[src/rtl/fetch_pkg.sv]
// Shared state encoding and default widths for the fetch sequencer.
// Pure definitions: no logic, no latency, no flow control.
package fetch_pkg;

  localparam int ADDR_W_DEF = 32;
  localparam int DATA_W_DEF = 32;

  // Architectural NOP; also the reset content of InstrF.
  localparam logic [31:0] NOP_INSTR = 32'h0000_0000;

  typedef enum logic [1:0] {
    IDLE,
    FETCH,
    SQUASH,
    HOLD
  } fetch_state_t;

endpackage

[src/rtl/sat_counter.sv]
// Up-counter that sticks at MAX instead of wrapping; clr wins over inc.
// Registered output, one edge per increment; no backpressure.
module sat_counter #(
  parameter int               WIDTH = 16,
  parameter logic [WIDTH-1:0] MAX   = '1
) (
  input  logic             clk,
  input  logic             rst_n,
  input  logic             inc,
  input  logic             clr,
  output logic [WIDTH-1:0] cnt
);

  always_ff @(posedge clk or negedge rst_n) begin
    if (!rst_n) begin
      cnt <= '0;
    end else if (clr) begin
      cnt <= '0;
    end else if (inc && (cnt != MAX)) begin
      cnt <= cnt + 1'b1;
    end
  end

endmodule

[src/rtl/fetch_sequencer.sv]
// Fetch-stage sequencer for a variable-latency imem (req/ack); InstrF valid one edge after ack.
// Stalls the PC while a request is outstanding or decode is stalled; one-entry buffer in HOLD.
module fetch_sequencer
  import fetch_pkg::*;
#(
  parameter int ADDR_W  = ADDR_W_DEF,
  parameter int DATA_W  = DATA_W_DEF,
  parameter int TIMEOUT = 255,
  parameter int CNT_W   = 16
) (
  input  logic              clk,
  input  logic              Reset,
  input  logic [ADDR_W-1:0] PCF,
  input  logic              PCSrcD,
  input  logic              StallD,
  output logic              imem_req,
  output logic [ADDR_W-1:0] imem_addr,
  input  logic              imem_ack,
  input  logic [DATA_W-1:0] imem_rdata,
  output logic              StallF,
  output logic [DATA_W-1:0] InstrF,
  output logic              InstrValidF,
  output logic              timeout_err,
  output logic [CNT_W-1:0]  stall_cycles
);

  localparam int WAIT_W = 16;

  fetch_state_t      state, state_nxt;
  logic [ADDR_W-1:0] addr_q;
  logic [DATA_W-1:0] buffer;
  logic              buf_valid;
  logic              pending;
  logic              ld_mem, ld_buf, kill, buf_set, buf_clr;
  logic [WAIT_W-1:0] wait_cnt;
  logic              wait_inc;

  // PCF is only trusted in the issue cycle; later cycles replay the latched address.
  assign imem_addr = !imem_req ? '0 :
                     ((state == FETCH) && !pending) ? PCF : addr_q;
  assign wait_inc  = imem_req && !imem_ack;

  always_comb begin
    state_nxt = state;
    imem_req  = 1'b0;
    StallF    = 1'b1;
    ld_mem    = 1'b0;
    ld_buf    = 1'b0;
    kill      = 1'b0;
    buf_set   = 1'b0;
    buf_clr   = 1'b0;
    case (state)
      IDLE: state_nxt = FETCH;
      FETCH: begin
        imem_req = 1'b1;
        if (imem_ack) begin
          if (PCSrcD) begin
            StallF = 1'b0;
            kill   = 1'b1;
          end else if (StallD) begin
            buf_set   = 1'b1;
            state_nxt = HOLD;
          end else begin
            StallF = 1'b0;
            ld_mem = 1'b1;
          end
        end else if (PCSrcD) begin
          StallF    = 1'b0;
          kill      = 1'b1;
          state_nxt = SQUASH;
        end else if (!StallD) begin
          kill = 1'b1;
        end
      end
      SQUASH: begin
        // Drain the wrong-path request; its data is never forwarded.
        imem_req = 1'b1;
        if (PCSrcD)   StallF    = 1'b0;
        if (!StallD)  kill      = 1'b1;
        if (imem_ack) state_nxt = FETCH;
      end
      HOLD: begin
        if (PCSrcD) begin
          buf_clr   = 1'b1;
          StallF    = 1'b0;
          kill      = 1'b1;
          state_nxt = FETCH;
        end else if (!StallD && buf_valid) begin
          ld_buf    = 1'b1;
          buf_clr   = 1'b1;
          StallF    = 1'b0;
          state_nxt = FETCH;
        end
      end
    endcase
  end

  always_ff @(posedge clk or negedge Reset) begin
    if (!Reset) begin
      state       <= IDLE;
      addr_q      <= '0;
      pending     <= 1'b0;
      buffer      <= '0;
      buf_valid   <= 1'b0;
      InstrF      <= DATA_W'(NOP_INSTR);
      InstrValidF <= 1'b0;
    end else begin
      state   <= state_nxt;
      pending <= (state == FETCH) && !imem_ack;
      if ((state == FETCH) && !pending) addr_q <= PCF;
      if (buf_set) buffer <= imem_rdata;
      if (buf_set) begin
        buf_valid <= 1'b1;
      end else if (buf_clr) begin
        buf_valid <= 1'b0;
      end
      if (ld_mem) begin
        InstrF      <= imem_rdata;
        InstrValidF <= 1'b1;
      end else if (ld_buf) begin
        InstrF      <= buffer;
        InstrValidF <= 1'b1;
      end else if (kill) begin
        InstrValidF <= 1'b0;
      end
    end
  end

  // Flags on the same edge that wait_cnt reaches TIMEOUT; request stays up.
  always_ff @(posedge clk or negedge Reset) begin
    if (!Reset) begin
      timeout_err <= 1'b0;
    end else if (wait_inc && (wait_cnt >= WAIT_W'(TIMEOUT - 1))) begin
      timeout_err <= 1'b1;
    end
  end

  sat_counter #(
    .WIDTH (WAIT_W),
    .MAX   (WAIT_W'(TIMEOUT))
  ) u_wait_cnt (
    .clk   (clk),
    .rst_n (Reset),
    .inc   (wait_inc),
    .clr   (imem_ack),
    .cnt   (wait_cnt)
  );

  sat_counter #(
    .WIDTH (CNT_W)
  ) u_stall_cnt (
    .clk   (clk),
    .rst_n (Reset),
    .inc   (StallF),
    .clr   (1'b0),
    .cnt   (stall_cycles)
  );

endmodule

[config.mk]
export PLATFORM = sky130hd
export DESIGN_NAME = fetch_sequencer
export DESIGN_NICKNAME = d
export VERILOG_FILES = /design/src/rtl/fetch_pkg.sv /design/src/rtl/sat_counter.sv /design/src/rtl/fetch_sequencer.sv
export SDC_FILE = /design/constraint.sdc
export NUM_CORES = 1
export LEC_CHECK = 0
export CORE_MARGIN = 5
export CORE_UTILIZATION = 50
export CTS_BUF_LIST = sky130_fd_sc_hd__clkbuf_8
export CTS_CLUSTER_SIZE = 30
export DETAILED_ROUTE_END_ITERATION = 7
export PLACE_DENSITY = 0.8
export SYNTH_ARGS = -nofsm -noshare
export SYNTH_HDL_FRONTEND = slang
export SYNTH_HIERARCHICAL = 1
export SYNTH_SLANG_ARGS = --single-unit
[constraint.sdc]
create_clock -name clk -period 6.8 [get_ports clk]
set_input_delay 0.68 -clock clk [delete_from_list [all_inputs] [get_ports clk]]
set_output_delay 0.68 -clock clk [all_outputs]
set_load 0.01 [all_outputs]
==> flow_summary.rst <==
.. list-table::
   :header-rows: 1

   * - Metric
     - Value
   * - Post-layout net count
     - 772
   * - TritonCTS Buffers
     - 17
   * - Post-synth top flop
     - sky130_fd_sc_hd__dfrtp_1
   * - Worst hold path type
     - in -> async
   * - Routed length per placed instance
     - 16.9 um
   * - Count of cells resized by post-cts repair
     - 0
   * - Worst ir drop on vdd
     - 317 uV
   * - DRC violation count after routing
     - 0
   * - Highest Clock Rate
     - 280 MHz
   * - Bufs on Longest Clock Path
     - 2
   * - Syn_area_per_cell
     - 11.7 um2
   * - Proportion of synthesized chip area in sequential cells
     - 0.518
   * - Net switching fraction of the power
     - 0.317
   * - Maximum number of pins on one net before global-route repair
     - 84
   * - Area of the die
     - 15300 um2
   * - Crit path launch
     - state[0]
   * - # Post-CTS Setup Buffers
     - 0
   * - CP startpoint kind
     - register
   * - Worst-case clock skew
     - 0.00879 ns
   * - Sum of negative setup slack
     - 0 ns
   * - Height of the die
     - 124 um
   * - Floorplan die width
     - 124 um
   * - Share of the clock period used by the worst path
     - 0.525
   * - Final-report setup violation count
     - 0
   * - Post-DP Area
     - 8030 um2
   * - Fraction of synthesis flops using an asynchronous set or reset pin
     - 1.00
   * - Worst endpoint data arrival time
     - 2.89 ns
   * - Outcome
     - finished, final reports clean
   * - Setup Crit Path Kind
     - reg -> out
   * - Drt pass-1 iters
     - 5
   * - Element type at the critical path end
     - output pin
   * - HPWL Detailed
     - 10.2 mm
   * - Synthesis Warnings
     - 6
   * - Cell-internal power
     - 0.00235 W
   * - Buffers plus inverters on the worst setup path
     - 2
   * - Clock share of power
     - 0.200
   * - Number of enable flip-flop cells after synthesis
     - 0
   * - Maximum Capacitance Violations
     - 0
   * - Clock Latency Late Sink
     - 0.44 ns
   * - Switch Pwr
     - 0.00109 W
   * - Reg power frac
     - 0.363
   * - # H-tree levels
     - 4
   * - Final max-slew violation count
     - 0
   * - Number of distinct library cells after synthesis
     - 58
   * - Worst path cell trace
     - ha_1, nand2b_1, buf_4, mux2_2, and2_1, clkdlybuf4s50_1
   * - Remaining antenna violation count after routing
     - 0
   * - Total via count after detailed routing
     - 4842
   * - Area growth from synthesis to layout
     - 30.4%
   * - Dpl ws
     - 3.45 ns
   * - Remaining global-route overflow
     - 0
   * - Count of input and output buffers
     - 152
   * - Maximum fanout encountered on the critical timing path
     - 26
   * - Unrepaired setup endpoints after global routing
     - no
   * - Num ports
     - 153
   * - Total Wirelength
     - 14.9 mm
   * - Vias in the first global route
     - 4925
   * - Power density over the cells
     - 408 nW/um2
   * - Routability Congestion
     - 0.816
   * - Fraction of final layout cells with drive strength greater than 1
     - 0.162
   * - Min setup slack post-route
     - 3.23 ns
   * - Worst-path cell with the longest stage delay
     - sky130_fd_sc_hd__clkdlybuf4s50_1
   * - Area of the mapped netlist
     - 6470 um2
   * - Dominant delay contributor by cell family on the critical path
     - buffers and inverters
   * - Number of gates on the worst path with buffers counted
     - 6
   * - Starting density of the core
     - 0.511
   * - Final Hold Fails
     - 0
   * - Clock sink total
     - 134
   * - Data required time of the critical path
     - 6.12 ns
   * - Overall fraction of global-route tracks in use
     - 0.202
   * - Standard-cell row count
     - 41
   * - Placeable Area
     - 12700 um2
   * - Max incr delay on CP
     - 0.50 ns
   * - #FFs+latches synth
     - 134
   * - Leakage power
     - 3.50 nW
   * - Initial antenna violation count
     - 0
   * - Finished Cell Area
     - 8440 um2
   * - First-pass GRT wire length
     - 24.5 mm
   * - Number of instances in the synthesized netlist
     - 553
   * - Via density per instance
     - 5.49
   * - CTS Root Buffer Type
     - sky130_fd_sc_hd__clkbuf_8
   * - Diode count
     - 0
   * - Clock transition at the registers of the reported paths
     - 0.07 ns
   * - Final min period
     - 3.57 ns
   * - Cts hold-fix bufs
     - 0
   * - DRC violation total after the first TritonRoute iteration
     - 455
   * - Worst Tran Pin Value
     - 1.11 ns
   * - Combinational share of power
     - 0.437
   * - TritonCTS clock tree
     - built
   * - Origin of the critical flop-to-flop path
     - state[0]
   * - Max-slew headroom at the worst pin
     - 0.263
   * - Reg2reg path depth
     - 6
==> cells by family (layout without fill, tap and decap cells) <==
group,count (synthesis),after routing,share of synthesized area
compound gates,83,83,0.0760
fa+ha+maj,6,6,0.0116
mux,104,104,0.191
simple gates,174,174,0.154
flops,134,134,0.518
xor+xnor,7,7,0.00947
other cells,1,2,0.000579
buf+inv,44,200,0.0394
==> layer usage <==
metal | GRT usage | vias to the layer above | part of all wire
met2 | 0.338 | 161 | 0.50
met4 | 0.0664 | 0 | 0.013
met5 | 0 | - | 0
met3 | 0.0536 | 15 | 0.058
met1 | 0.256 | 2405 | 0.43
li1 | - | 2261 | -
==> cells in the final DEF (no fill, tap or decap), types with 4 or more instances in the layout <==
master / n
sky130_fd_sc_hd__a21oi_1: 18
sky130_fd_sc_hd__and2_1: 32
sky130_fd_sc_hd__buf_4: 4
sky130_fd_sc_hd__clkbuf_8: 17
sky130_fd_sc_hd__clkdlybuf4s50_1: 151
sky130_fd_sc_hd__clkinv_2: 4
sky130_fd_sc_hd__dfrtp_1: 134
sky130_fd_sc_hd__ha_1: 6
sky130_fd_sc_hd__inv_1: 12
sky130_fd_sc_hd__mux2_1: 11
sky130_fd_sc_hd__mux2_2: 30
sky130_fd_sc_hd__mux2_4: 29
sky130_fd_sc_hd__mux2i_1: 34
sky130_fd_sc_hd__nand2_1: 44
sky130_fd_sc_hd__nand3_1: 8
sky130_fd_sc_hd__nand4_1: 12
sky130_fd_sc_hd__nor2_1: 23
sky130_fd_sc_hd__nor2b_1: 5
sky130_fd_sc_hd__nor3_1: 4
sky130_fd_sc_hd__nor4_1: 12
sky130_fd_sc_hd__o21ai_0: 39
sky130_fd_sc_hd__o21ai_1: 4
sky130_fd_sc_hd__o31ai_1: 8
sky130_fd_sc_hd__or3_1: 5
sky130_fd_sc_hd__or4_1: 6
sky130_fd_sc_hd__xnor2_1: 6
==> layout make-up <==
class | count | area (um2)
multi-input cells | 376 | 2870
clock buffers | 17 | 234
repair buffers | 155 | 1540
fillers | 994 | 4230
well taps | 172 | 215
clock inverters | 15 | 178
inverters | 13 | 48.8
flip-flops and latches | 134 | 3350
==> flip-flops by register name, summed over array words and instances, names as in the netlist <==
name	count
InstrF	32
InstrValidF	1
addr_q	32
buf_valid	1
buffer	32
pending	1
state	2
timeout_err	1
u_stall_cnt/cnt	16
u_wait_cnt/cnt	16
==> cells in the mapped netlist (2+ instances only) <==
| cell | count | area, um2 |
|---|---|---|
| sky130_fd_sc_hd__buf_12 | 3 | 60.1 |
| sky130_fd_sc_hd__and2_1 | 32 | 200 |
| sky130_fd_sc_hd__and3_1 | 5 | 31.3 |
| sky130_fd_sc_hd__ha_1 | 6 | 75.1 |
| sky130_fd_sc_hd__clkbuf_1 | 15 | 56.3 |
| sky130_fd_sc_hd__buf_6 | 3 | 33.8 |
| sky130_fd_sc_hd__buf_4 | 3 | 22.5 |
| sky130_fd_sc_hd__xnor2_1 | 6 | 52.6 |
| sky130_fd_sc_hd__nor4_1 | 12 | 75.1 |
| sky130_fd_sc_hd__nand3_1 | 8 | 40.0 |
| sky130_fd_sc_hd__o21ai_0 | 39 | 195 |
| sky130_fd_sc_hd__mux2_2 | 30 | 338 |
| sky130_fd_sc_hd__nor2_1 | 23 | 86.3 |
| sky130_fd_sc_hd__or4_4 | 2 | 22.5 |
| sky130_fd_sc_hd__mux2i_1 | 34 | 340 |
| sky130_fd_sc_hd__nor2b_1 | 5 | 31.3 |
| sky130_fd_sc_hd__and4_2 | 2 | 20.0 |
| sky130_fd_sc_hd__o21ai_1 | 4 | 20.0 |
| sky130_fd_sc_hd__nor4_4 | 2 | 42.5 |
| sky130_fd_sc_hd__or3_1 | 6 | 37.5 |
| sky130_fd_sc_hd__or4_2 | 2 | 17.5 |
| sky130_fd_sc_hd__buf_2 | 6 | 30.0 |
| sky130_fd_sc_hd__inv_1 | 12 | 45.0 |
| sky130_fd_sc_hd__o31ai_1 | 8 | 60.1 |
| sky130_fd_sc_hd__mux2_1 | 11 | 124 |
| sky130_fd_sc_hd__a21oi_1 | 18 | 90.1 |
| sky130_fd_sc_hd__nor3_1 | 4 | 20.0 |
| sky130_fd_sc_hd__mux2_4 | 29 | 435 |
| sky130_fd_sc_hd__or4_1 | 6 | 45.0 |
| sky130_fd_sc_hd__nand4_1 | 12 | 75.1 |
| sky130_fd_sc_hd__a22oi_1 | 2 | 15.0 |
| sky130_fd_sc_hd__dfrtp_1 | 134 | 3350 |
| sky130_fd_sc_hd__nand2_1 | 44 | 165 |
==> per-stage QoR <==
step / instances / hold WS, ns / utilization / total power [W]
CTS: 882 / 0.445 / 0.666 / 0.00348
global route: 882 / 0.501 / 0.666 / 0.00365
global placement: 850 / 0.451 / 0.634 / 0.00272
finish: 882 / 0.431 / 0.666 / 0.00344
detailed placement: 850 / 0.465 / 0.634 / 0.00278
floorplan: 554 / 0.384 / - / 0.00206
==> worst register-to-register path: stages, from the launching register on <==
cell and delay (ns):
sky130_fd_sc_hd__dfrtp_1 0.42, sky130_fd_sc_hd__inv_1 0.10, sky130_fd_sc_hd__ha_1 0.82, sky130_fd_sc_hd__and2b_1 0.35
sky130_fd_sc_hd__nand4_1 0.38, sky130_fd_sc_hd__nor4_1 0.44, sky130_fd_sc_hd__mux2_1 0.35
==> power groups by stage <==
stage | clock network, W | registers [W] | logic (W)
after global placement | 0 | 0.00125 | 0.00147
after CTS | 0.000707 | 0.00125 | 0.00152
final | 0.000688 | 0.00125 | 0.00150
after global routing | 0.000736 | 0.00129 | 0.00163
after floorplan | 0 | 0.00127 | 0.000783
after detailed placement | 0 | 0.00127 | 0.00152
==> worst paths after layout <==
kind	endpoint	slack, ns
min in group clk	timeout_err	0.49
max in group asynchronous	u_wait_cnt/cnt[5]	5.11
setup / recovery	imem_addr[31]	3.23
hold reg to reg	timeout_err	0.49
hold / removal	u_stall_cnt/cnt[13]	0.43
setup reg to reg	u_wait_cnt/cnt[9]	3.83
Power figures use the tool's default switching activity.
